===== src/rtl/growl_pkg.sv =====
// Shared encodings for the fetch path: next-pc selector codes, program-memory
// address selector codes, the NOP word and the two-word opcode classifier.
package growl_pkg;

   localparam logic [15:0] NOP = 16'h0000;

   typedef enum logic [2:0] {
      PC_INC    = 3'd0,
      PC_REL    = 3'd1,
      PC_BRANCH = 3'd2,
      PC_ABS    = 3'd3,
      PC_Z      = 3'd4,
      PC_RET    = 3'd5,
      PC_HOLD6  = 3'd6,
      PC_HOLD7  = 3'd7
   } pc_next_e;

   typedef enum logic [1:0] {
      ADDR_PC   = 2'd0,
      ADDR_PC1  = 2'd1,
      ADDR_Z    = 2'd2,
      ADDR_PC3  = 2'd3
   } imem_sel_e;

   // JMP/CALL (1001_010x_xxxx_11xx) and LDS/STS (1001_00xx_xxxx_0000) carry a
   // second program word; every other opcode is a single word.
   function automatic logic is_two_word(input logic [15:0] w);
      return ((w & 16'hFE0C) == 16'h940C) || ((w & 16'hFC0F) == 16'h9000);
   endfunction

endpackage


===== src/rtl/pc_next_calc.sv =====
// Combinational next-pc and instruction-length logic for the fetch unit.
module pc_next_calc
   import growl_pkg::*;
(
   input  logic [15:0] pc,
   input  logic [15:0] inst,
   input  logic [15:0] raw_word,
   input  logic [15:0] k_word,
   input  logic [15:0] z_addr,
   input  logic [15:0] ret_addr,
   input  logic [2:0]  pc_next,
   input  logic        offset_mode,
   input  logic        branch_taken,
   input  logic        skip,
   output logic [15:0] next_pc,
   output logic [15:0] ret_pc
);

   logic [15:0] inst_len;
   logic [15:0] skip_len;
   logic [15:0] off;
   logic [15:0] pc_plus1;

   assign inst_len = is_two_word(inst)     ? 16'd2 : 16'd1;
   assign skip_len = is_two_word(raw_word) ? 16'd2 : 16'd1;
   assign pc_plus1 = pc + 16'd1;
   assign ret_pc   = pc + inst_len;

   // Relative offset: 12-bit form for RJMP/RCALL, 7-bit form for conditional branches.
   always_comb begin
      off = offset_mode ? {{4{inst[11]}}, inst[11:0]} : {{9{inst[9]}}, inst[9:3]};
   end

   // Select the completion target; a pending skip overrides the selector and
   // steps over the victim word, whose length comes from the raw fetched word.
   always_comb begin
      next_pc = pc;
      if (skip) begin
         next_pc = pc + skip_len;
      end else begin
         case (pc_next_e'(pc_next))
            PC_INC:    next_pc = ret_pc;
            PC_REL:    next_pc = pc_plus1 + off;
            PC_BRANCH: next_pc = branch_taken ? (pc_plus1 + off) : pc_plus1;
            PC_ABS:    next_pc = k_word;
            PC_Z:      next_pc = z_addr;
            PC_RET:    next_pc = ret_addr;
            PC_HOLD6:  next_pc = pc;
            PC_HOLD7:  next_pc = pc;
            default:   next_pc = pc;
         endcase
      end
   end

endmodule


===== src/rtl/fetch_unit.sv =====
// Instruction fetch unit: program counter, instruction register, second-word
// latch and one-cycle skip handling. The decoder sequences the per-instruction
// cycle index through c_next_state; this block stores it and exposes it on state.
module fetch_unit
   import growl_pkg::*;
(
   input  logic        clk,
   input  logic        rst,
   output logic [15:0] imem_addr,
   input  logic [15:0] imem_data,
   input  logic [1:0]  c_next_state,
   input  logic        c_pc_stall,
   input  logic [2:0]  c_pc_next,
   input  logic        c_skip,
   input  logic        c_pc_offset_mode,
   input  logic [1:0]  c_imem_addr_sel,
   input  logic        branch_taken,
   input  logic [15:0] z_addr,
   input  logic [15:0] ret_addr,
   output logic [15:0] inst,
   output logic [1:0]  state,
   output logic [15:0] pc,
   output logic [15:0] ret_pc,
   output logic [15:0] k_word,
   output logic [15:0] lpm_data
);

   logic [1:0]  state_q;
   logic [15:0] pc_q;
   logic [15:0] ir_q;
   logic [15:0] k_word_q;
   logic        skip_q;

   logic        in_fetch;
   logic        skipping;
   logic        k_load;
   logic [15:0] k_word_fwd;
   logic [15:0] next_pc;

   assign in_fetch = (state_q == 2'd0);
   assign skipping = in_fetch && skip_q;
   assign k_load   = !in_fetch && (imem_sel_e'(c_imem_addr_sel) == ADDR_PC1);

   // An absolute jump completing in the same cycle that fetches its second
   // word must see that word, so the latch input is forwarded.
   assign k_word_fwd = k_load ? imem_data : k_word_q;

   // Program-memory address: the pc while fetching, else chosen by the decoder.
   always_comb begin
      imem_addr = pc_q;
      if (!in_fetch) begin
         case (imem_sel_e'(c_imem_addr_sel))
            ADDR_PC:  imem_addr = pc_q;
            ADDR_PC1: imem_addr = pc_q + 16'd1;
            ADDR_Z:   imem_addr = z_addr;
            ADDR_PC3: imem_addr = pc_q;
            default:  imem_addr = pc_q;
         endcase
      end
   end

   // Instruction to the decoder: live word in the fetch cycle (NOP while
   // skipping), latched copy in the later cycles of a multi-cycle instruction.
   always_comb begin
      inst = ir_q;
      if (in_fetch) begin
         inst = skip_q ? NOP : imem_data;
      end
   end

   pc_next_calc u_pc_next_calc (
      .pc           (pc_q),
      .inst         (inst),
      .raw_word     (imem_data),
      .k_word       (k_word_fwd),
      .z_addr       (z_addr),
      .ret_addr     (ret_addr),
      .pc_next      (c_pc_next),
      .offset_mode  (c_pc_offset_mode),
      .branch_taken (branch_taken),
      .skip         (skipping),
      .next_pc      (next_pc),
      .ret_pc       (ret_pc)
   );

   // Architectural state update; stall freezes everything, reset wins over stall.
   always_ff @(posedge clk) begin
      if (rst) begin
         state_q  <= 2'd0;
         pc_q     <= 16'h0000;
         ir_q     <= NOP;
         k_word_q <= 16'h0000;
         skip_q   <= 1'b0;
      end else if (!c_pc_stall) begin
         if (in_fetch) begin
            ir_q <= imem_data;
         end
         if (k_load) begin
            k_word_q <= imem_data;
         end
         if (skipping) begin
            state_q <= 2'd0;
            pc_q    <= next_pc;
            skip_q  <= 1'b0;
         end else begin
            state_q <= c_next_state;
            if (c_next_state == 2'd0) begin
               pc_q <= next_pc;
               if (c_skip) begin
                  skip_q <= 1'b1;
               end
            end
         end
      end
   end

   assign state    = state_q;
   assign pc       = pc_q;
   assign k_word   = k_word_q;
   assign lpm_data = imem_data;

endmodule

===== config.mk =====
export PLATFORM = sky130hd
export DESIGN_NAME = fetch_unit
export DESIGN_NICKNAME = d
export VERILOG_FILES = /design/src/rtl/growl_pkg.sv /design/src/rtl/pc_next_calc.sv /design/src/rtl/fetch_unit.sv
export SDC_FILE = /design/constraint.sdc
export NUM_CORES = 1
export LEC_CHECK = 0
export ABC_AREA = 1
export CORE_MARGIN = 2
export CORE_UTILIZATION = 44
export DETAILED_ROUTE_END_ITERATION = 6
export GPL_ROUTABILITY_DRIVEN = 0
export PLACE_DENSITY_LB_ADDON = 0.05
export SYNTH_ARGS = -nofsm -noshare
export SYNTH_HDL_FRONTEND = slang
export SYNTH_SLANG_ARGS = --single-unit

===== constraint.sdc =====
create_clock -name clk -period 3.3 [get_ports clk]
set_input_delay 0.495 -clock clk [delete_from_list [all_inputs] [get_ports clk]]
set_output_delay 0.495 -clock clk [all_outputs]
set_load 0.01 [all_outputs]

==> impl_metrics.tcl, run 1 <==
set metrics [dict create \
    ys_ff_latch 51 \
    worst_pin_slew_ns 0.6436 \
    port_buffers 158 \
    endpoint_kind "primary output" \
    route.detailed.drc 0 \
    drive_above_1_share_pct 22.70 \
    fin_ws_ns -0.1173 \
    final_cell_count_no_fill 1374 \
    p_leak_nw 4.098 \
    syn_inst 966 \
    wl_met1_um 10380 \
    whs_ns 0.5194 \
    htree_levels 2 \
    yosysWarnings 0 \
    ir_drop_uv 252.1 \
    worstPathMaxFanout 5 \
    place_hpwl_um 19360 \
    ant_nets 0 \
    dieHeight_um 119.2 \
    synth-edff-count 0 \
    report.final.slew_viol_count 0 \
    fmax_mhz 292.6 \
    yosys.area.top_type_share_pct 17.49 \
    cts_max_path_buffers 2 \
    grt_pass1_wl_um 37030 \
    root_buffer "clkbuf_16" \
    path_class "flop to primary output" \
    startpoint "state[1]$_SDFFE_PP0N_" \
    top_layer "met5" \
    ios 159 \
    min-delay-start "k_word[15]$_SDFFE_PP0N_" \
    wire_per_inst_um 18.03 \
    synth-compound-area-share_pct 26.77 \
    syn_area_um2 5838 \
    cts_tree "built" \
    multiInputGateArea_um2 4308 \
    nets 1285 \
    wl_met3_um 2777 \
    drv_cap 0 \
    worstReg2RegStart "state[1]$_SDFFE_PP0N_" \
    grt_overflow 0 \
    syn_nets 1054 \
    violations "setup timing" \
    die_area_um2 14210 \
    power_mw 2.658 \
    period_minus_slack_ns 3.417 \
    rsz0062_at_grt "yes" \
    synth-xor-area-share_pct 4.501 \
    via_count 7657 \
    setup_viol 13 \
    final_hold_viol_count 0 \
    dp.cells 1351 \
    avgViaCountPerCell 5.573 \
    start_util_pct 44.62 \
    synth.area.mux_share_pct 0 \
    synth_top_family_by_area "simple AND/OR/NAND/NOR gates" \
    cp.required_ns 2.80 \
    grt_pass1_vias 6897 \
    yosys.cell_types.count 50 \
    slew-limit-headroom_pct 56.64 \
    status "complete, but fails checks" \
    grt_use_total_pct 33.73 \
    fillers 1167 \
    clk_latency_ns 0.31 \
    synth_area_leaders "dfxtp_1 17%, nand2_1 11%, inv_1 9.2%" \
    first_iter_violations 795 \
    arrival_ns 2.92 \
    cts_num_sinks 51 \
    fin_crit_sh_pct 103.6 \
    antenna_found_initial 1 \
    async_flop_share_pct 0 \
    synth_area_leader_cell "dfxtp_1" \
    ys.flop_type "dfxtp_1" \
    dp_slack_ns -0.8843 \
    area_growth_pct 50.66 \
    cts_buffers 5 \
    fin_tns_setup_ns -0.8079 \
    synth-simple-area-share_pct 29.92 \
    drt_first_pass_iters 6 \
    hold_path.class "flop to flop" \
    yosysMostFrequentCell "nand2_1" \
    regArea_um2 1033 \
    syn_area_per_cell_um2 6.044 \
    grt_max_degree 37 \
    clock-skew-final_ns 0.01181 \
    ys_seq_area_share_pct 17.49 \
    die_w_um 119.2 \
    coreArea_um2 13090 \
    cts-hold-fix-buffers 0 \
    start_kind "flop" \
    power_density_nw_per_um2 302.2 \
    routed_wl_um 24780 \
    synthAdderAreaFrac_pct 6.172 \
    rows 42 \
    insertedDiodeCount 0 \
    yosys-top-cells-count "176 x nand2_1, 143 x inv_1, 99 x o21ai_0" \
    wl_met2_um 10780 \
    clkTransAtPathRegs_ns 0.08 \
]
==> metrics by stage <==
| step | utilization, % | instance area (um^2) |
|---|---|---|
| floorplan | - | 5838 |
| global placement | 62.31 | 8153 |
| detailed placement | 62.31 | 8153 |
| CTS | 65.09 | 8517 |
| global route | 67.22 | 8796 |
| finish | 67.22 | 8796 |
==> sequential cells by signal (all words and copies together) (netlist names) <==
name    flops
ir_q       16
k_word     16
pc         16
skip_q      1
state       2
==> final cells by class <==
class,count,area share (%)
multi-input cells,704,48.98
repair buffers,281,28.34
flip-flops and latches,51,11.75
inverters,154,6.728
well taps,176,2.504
clock buffers,5,1.422
clock inverters,3,0.2845
==> timing repair <==
item                       in CTS  in global routing
pin swaps                      18                 20
gates resized for setup       113                 77
setup buffers                  10                  5
gates cloned                    1                  0
setup endpoints to repair      25                 35
hold endpoints to repair        0                  0
==> kinds of logic (layout without fill, tap and decap cells) <==
| kind of cell | count (synthesis) | after routing |
|---|---|---|
| adders and majority gates | 27 | 27 |
| and+or+nand+nor | 382 | 383 |
| AOI/OAI and AO/OA | 264 | 264 |
| xor gates and xnor gates | 30 | 30 |
| DFF | 51 | 51 |
| buffers and inverters | 212 | 443 |
==> layer usage <==
metal / global-route usage, % / vias up
met2: 51.65 / 447
met1: 46.19 / 3468
met4: 12.43 / 2
li1: - / 3679
met3: 7.663 / 61
met5: 0 / -
==> where the power goes <==
group / internal [mW] / leakage, nW / total [mW] / switching [mW]
logic: 0.633 / 3.60 / 1.37 / 0.741
clock network: 0.288 / 0.0708 / 0.577 / 0.288
registers: 0.660 / 0.423 / 0.708 / 0.0473
==> path summary, 6_finish.rpt <==
path / cells past startpoint / slack (ns) / endpoint
hold reg to reg: 2 / 0.52 / k_word[15]$_SDFFE_PP0N_
setup reg to reg: 24 / 0.08 / pc[12]$_SDFFE_PP0P_
setup / recovery: 14 / -0.12 / ret_pc[4]
hold / removal: 2 / 0.52 / k_word[15]$_SDFFE_PP0N_
==> cells in the final DEF, fill, tap and decap left out, types with 15 or more instances in the layout <==
cell             instances
nand2_2                 27
o21ai_0                 88
inv_1                  133
xor2_1                  23
a21oi_1                 69
ha_1                    19
nor2_1                  66
o211ai_1                20
dfxtp_1                 47
nand2_1                163
clkdlybuf4s50_1        135
nand3_1                 56
inv_2                   15
buf_4                  112
==> worst max-delay path, cell delays in order, from the launching register on <==
cell	delay, ns
dfxtp_4	0.38
nor2_4	0.23
o21ai_1	0.12
o21ai_2	0.08
inv_1	0.09
nor4_4	0.27
o211ai_1	0.12
buf_4	0.18
ha_4	0.18
fa_2	0.37
nand3_4	0.13
buf_6	0.13
xor2_4	0.16
inv_2	0.05
buf_6	0.11
Power figures use the tool's default switching activity.
==> run 2: changes to the inputs <==
--- a/config.mk
+++ b/config.mk
@@ -7,10 +7,10 @@
 export LEC_CHECK = 0
 export ABC_AREA = 1
 export CORE_MARGIN = 2
-export CORE_UTILIZATION = 44
+export CORE_UTILIZATION = 30
 export DETAILED_ROUTE_END_ITERATION = 6
 export GPL_ROUTABILITY_DRIVEN = 0
-export PLACE_DENSITY_LB_ADDON = 0.05
+export PLACE_DENSITY = 0.51
 export SYNTH_ARGS = -nofsm -noshare
 export SYNTH_HDL_FRONTEND = slang
 export SYNTH_SLANG_ARGS = --single-unit
==> impl_metrics.tcl, run 2 (synthesized netlist as in run 1, its figures left out) <==
set metrics [dict create \
    nets 1346 \
    place_hpwl_um 21240 \
    worstReg2RegStart "state[1]$_SDFFE_PP0N_" \
    slew-limit-headroom_pct 49.59 \
    holdPathEnd "k_word[15]$_SDFFE_PP0N_" \
    port_buffers 158 \
    ir_drop_uv 237.0 \
    ant_nets 0 \
    layout_common_cells "170 x buf_4, 157 x nand2_1, 139 x inv_1" \
    fmax_mhz 278.2 \
    cp.required_ns 2.80 \
    cts_max_path_buffers 2 \
    report.final.slew_viol_count 0 \
    violations "DRC, setup timing" \
    ios 159 \
    die_area_um2 20590 \
    drv_cap 0 \
    period_minus_slack_ns 3.594 \
    layout_commonest_cell "buf_4" \
    cts_tree "built" \
    power_density_nw_per_um2 300.9 \
    clock-skew-final_ns 0.009579 \
    setup_viol 17 \
    grt_overflow 0 \
    crit_slowest_cell "dfxtp_4" \
    r2r_cells 25 \
    insertedDiodeCount 0 \
    path_class "flop to primary output" \
    die_w_um 143.5 \
    endpoint_kind "primary output" \
    drive_above_1_share_pct 27.16 \
    start_kind "flop" \
    clk_latency_ns 0.32 \
    drt_first_pass_iters 7 \
    grt_max_degree 33 \
    fin_ws_ns -0.2940 \
    dp_slack_ns -1.074 \
    hold_path.class "flop to flop" \
    cts_buffers 5 \
    p_leak_nw 4.470 \
    fin_tns_setup_ns -2.915 \
    status "complete, but fails checks" \
    worst_pin_slew_ns 0.7554 \
    final_hold_viol_count 0 \
    coreArea_um2 19270 \
    critical_path.cell_chain "nor2_4 -> buf_4 -> buf_6 -> buf_12 -> nand2_1 -> nand2_2 -> o31ai_1 -> o211ai_1 -> buf_4 -> ha_4 -> fa_2 -> nand3_2 -> buf_6 -> nor2_4 -> xor2_1 -> buf_2" \
    cts_num_sinks 51 \
    avgViaCountPerCell 5.086 \
    htree_levels 2 \
    slowest_delay_ns 0.37 \
    routed_wl_um 27490 \
    cts-hold-fix-buffers 0 \
    rows 51 \
    start_util_pct 30.29 \
    antenna_found_initial 0 \
    clkTransAtPathRegs_ns 0.09 \
    area_growth_pct 61.92 \
    grt_pass1_vias 7305 \
    arrival_ns 3.10 \
    route.detailed.drc 1 \
    root_buffer "clkbuf_16" \
    fin_crit_sh_pct 108.9 \
    dieHeight_um 143.5 \
    min-delay-start "k_word[15]$_SDFFE_PP0N_" \
    grt_use_total_pct 26.09 \
    worstPathMaxFanout 8 \
    rsz0062_at_grt "yes" \
    wire_per_inst_um 18.04 \
    hold_path_depth 2 \
    rr_endpoint "pc[12]$_SDFFE_PP0P_" \
    grt_pass1_wl_um 40720 \
    first_iter_violations 604 \
    reg2reg_slack_ns -0.06 \
    via_count 7751 \
]
[run 2: final cells by class]
class / count / area (um^2)
Clock buffer: 5 / 125.1
Clock inverter: 3 / 28.78
Fill cell: 2059 / 9818
Inverter: 154 / 579.3
Multi-Input combinational cell: 703 / 4328
Sequential cell: 51 / 1028
Tap cell: 265 / 331.6
Timing Repair Buffer: 343 / 3032
[run 2: worst max-delay path: cells and delay by family (launching register included)]
| family | cells | cell delay, ns |
|---|---|---|
| XOR/XNOR | 1 | 0.22 |
| AND/OR/NAND/NOR | 5 | 0.36 |
| flip-flops | 1 | 0.37 |
| buffers and inverters | 6 | 0.87 |
| AO/OA/AOI/OAI | 2 | 0.43 |
| adder cells (fa/ha/maj) | 2 | 0.53 |
[run 2: per-stage QoR]
stage          std cells  power, mW  cell area, um^2  hold slack [ns]  util (%)
2_1_floorplan        966      1.360             5838           0.4991         -
3_3_place_gp        1457      2.013             8454           0.4984     43.87
3_5_place_dp        1457      2.011             8454           0.4923     43.87
4_1_cts             1504      2.728             9029           0.5208     46.85
5_1_grt             1524      3.006             9453           0.5445     49.05
6_report            1524      2.845             9453           0.5243     49.05
[run 2: worst max-delay path by stage]
stage,depth (start not counted),slack [ns],end,start
finish,16,-0.29,ret_pc[8],state[1]$_SDFFE_PP0N_
global route,15,-0.41,ret_pc[8],state[1]$_SDFFE_PP0N_
CTS,16,-0.22,ret_pc[12],state[0]$_SDFFE_PP0N_
detailed placement,13,-1.07,ret_pc[12],imem_data[12]
global placement,13,-0.95,ret_pc[12],imem_data[12]
floorplan,13,0.08,ret_pc[10],state[0]$_SDFFE_PP0N_
[run 2: timing repair]
action | CTS | global route
pin swaps | 21 | 41
resized for setup | 115 | 82
setup endpoints to repair | 27 | 36
cloned | 0 | 1
setup buffers | 40 | 22
[run 2: report_power, final]
part	switching (mW)	total [mW]	internal [mW]	leakage, nW
logic	0.795	1.54	0.748	3.97
clock network	0.308	0.600	0.292	0.0759
registers	0.0409	0.702	0.661	0.422
[run 2: layer usage]
metal | GRT usage, % | vias up | share of wire [%]
met1 | 35.70 | 3581 | 45
met4 | 9.391 | 0 | 3.8
met3 | 3.865 | 57 | 6.8
li1 | - | 3793 | -
met2 | 41.65 | 320 | 45
met5 | 0 | - | 0
==> run 3: changes to the inputs <==
--- a/config.mk
+++ b/config.mk
@@ -8,9 +8,11 @@
 export ABC_AREA = 1
 export CORE_MARGIN = 2
 export CORE_UTILIZATION = 30
+export CTS_CLUSTER_DIAMETER = 120
 export DETAILED_ROUTE_END_ITERATION = 6
 export GPL_ROUTABILITY_DRIVEN = 0
 export PLACE_DENSITY = 0.51
+export SETUP_SLACK_MARGIN = 0.4
 export SYNTH_ARGS = -nofsm -noshare
 export SYNTH_HDL_FRONTEND = slang
 export SYNTH_SLANG_ARGS = --single-unit
==> impl_metrics.tcl, run 3 (synthesized netlist as in run 1, its figures left out) <==
set metrics [dict create \
    worst_pin_slew_ns 0.6860 \
    area_growth_pct 61.79 \
    grt_overflow 0 \
    cts_num_sinks 51 \
    ir_drop_uv 225.2 \
    report.final.slew_viol_count 0 \
    nets 1332 \
    via_count 7713 \
    dp_slack_ns -0.7885 \
    htree_levels 2 \
    first_iter_violations 577 \
    grt_pass1_wl_um 40920 \
    layout_commonest_cell "nand2_1" \
    p_leak_nw 4.432 \
    fin_crit_sh_pct 107.5 \
    root_buffer "clkbuf_16" \
    violations "setup timing" \
    route.detailed.drc 0 \
    cts_tree "built" \
    port_buffers 158 \
    layout_common_cells "159 x nand2_1, 154 x buf_4, 136 x inv_1" \
    clkTransAtPathRegs_ns 0.09 \
    grt_pass1_vias 7178 \
    slowest_delay_ns 0.37 \
    clock-skew-final_ns 0.01086 \
    dp.cells 1471 \
    start_kind "flop" \
    crit_slowest_cell "dfxtp_4" \
    path_class "flop to primary output" \
    cts_buffers 5 \
    startpoint "state[0]$_SDFFE_PP0N_" \
    worstReg2RegStart "state[0]$_SDFFE_PP0N_" \
    die_w_um 143.5 \
    worstPathMaxFanout 5 \
    endpoint_kind "primary output" \
    routed_wl_um 27780 \
    die_area_um2 20590 \
    hold_path.class "flop to flop" \
    coreArea_um2 19270 \
    slew-limit-headroom_pct 53.78 \
    critical_path.cell_chain "nor2_4 -> buf_12 -> o21ai_4 -> o21ai_4 -> inv_2 -> nor4_2 -> o211ai_1 -> buf_4 -> ha_4 -> fa_2 -> nand3_4 -> nor2_4 -> buf_6 -> xor2_2 -> buf_2" \
    place_hpwl_um 21560 \
    final_hold_viol_count 0 \
    grt_use_total_pct 26.26 \
    fmax_mhz 281.8 \
    cp.required_ns 2.80 \
    drt_first_pass_iters 6 \
    setup_viol 18 \
    start_util_pct 30.29 \
    ios 159 \
    antenna_found_initial 0 \
    dieHeight_um 143.5 \
    power_density_nw_per_um2 297.0 \
    clk_latency_ns 0.32 \
    ant_nets 0 \
    status "complete, but fails checks" \
    insertedDiodeCount 0 \
    final_cell_count_no_fill 1510 \
    period_minus_slack_ns 3.549 \
    arrival_ns 3.05 \
    rsz0062_at_grt "yes" \
    fillers 1983 \
    drive_above_1_share_pct 28.35 \
    rows 51 \
    grt_max_degree 37 \
    wire_per_inst_um 18.40 \
    drv_cap 0 \
    fin_ws_ns -0.2486 \
    min-delay-start "k_word[14]$_SDFFE_PP0N_" \
    avgViaCountPerCell 5.108 \
    cts_max_path_buffers 2 \
]
[run 3: changes by cell type in the layout (fill, tap and decap cells not counted), moves of 5 or more]
cell             before  now
clkdlybuf4s50_1     132  120
dlygate4sd2_1         7   17
xor2_2                8   13
buf_4               170  154
[run 3: final timing paths]
path,end,slack (ns),cells after the start
worst max register to register,pc[8]$_SDFFE_PP0P_,-0.08,22
worst min-delay path,k_word[14]$_SDFFE_PP0N_,0.52,2
worst max-delay path,ret_pc[6],-0.25,15
worst min register to register,k_word[14]$_SDFFE_PP0N_,0.52,2
[run 3: metal layers]
metal | GRT usage (%) | up-vias | wire (um)
met5 | 0 | - | 0
met4 | 6.966 | 0 | 781
met3 | 3.932 | 38 | 1944
met2 | 43.03 | 301 | 12740
met1 | 36.00 | 3608 | 12310
li1 | - | 3766 | -
[run 3: cell type report]
cell class / count / area [um^2] / area share, %
tap: 265 / 331.6 / 3.510
inverter: 154 / 585.6 / 6.200
timing repair buffer: 328 / 2865 / 30.34
multi-input combinational: 703 / 4476 / 47.38
timing repair inverter: 1 / 7.507 / 0.07948
clock buffer: 5 / 125.1 / 1.325
sequential: 51 / 1030 / 10.90
clock inverter: 3 / 25.02 / 0.2649
[run 3: metrics by stage]
step / power, mW / instance area, um^2 / TNS [ns] / utilization (%) / hold WS (ns)
after floorplan: 1.376 / 5936 / 0 / - / 0.4991
after global placement: 2.050 / 8598 / -13.26 / 44.62 / 0.5056
final: 2.805 / 9445 / -2.619 / 49.01 / 0.5209
after CTS: 2.705 / 9129 / -1.509 / 47.37 / 0.5177
after global routing: 2.961 / 9445 / -6.095 / 49.01 / 0.5642
after detailed placement: 2.047 / 8598 / -14.49 / 44.62 / 0.4941
[run 3: critical path: cells and delay by family, from the launching register on]
| kind | cells | cell delay, ns |
|---|---|---|
| compound gates | 3 | 0.28 |
| xor+xnor | 1 | 0.13 |
| fa+ha+maj | 2 | 0.52 |
| buf+inv | 5 | 0.68 |
| flops | 1 | 0.37 |
| simple gates | 4 | 0.76 |
[run 3: power by group]
part	switching, mW	total [mW]	internal (mW)	leakage [nW]
combinational	0.803	1.51	0.705	3.94
sequential	0.0441	0.705	0.661	0.422
clock	0.302	0.591	0.289	0.0708
total	1.15	2.81	1.66	4.43
[run 3: what timing repair did]
item                       4_1_cts  5_1_grt
buffers inserted                20        9
hold buffers                     0        0
gates resized for setup        167       62
setup endpoints to repair       46       39
gates cloned                     1        1
pin swaps                       29       37
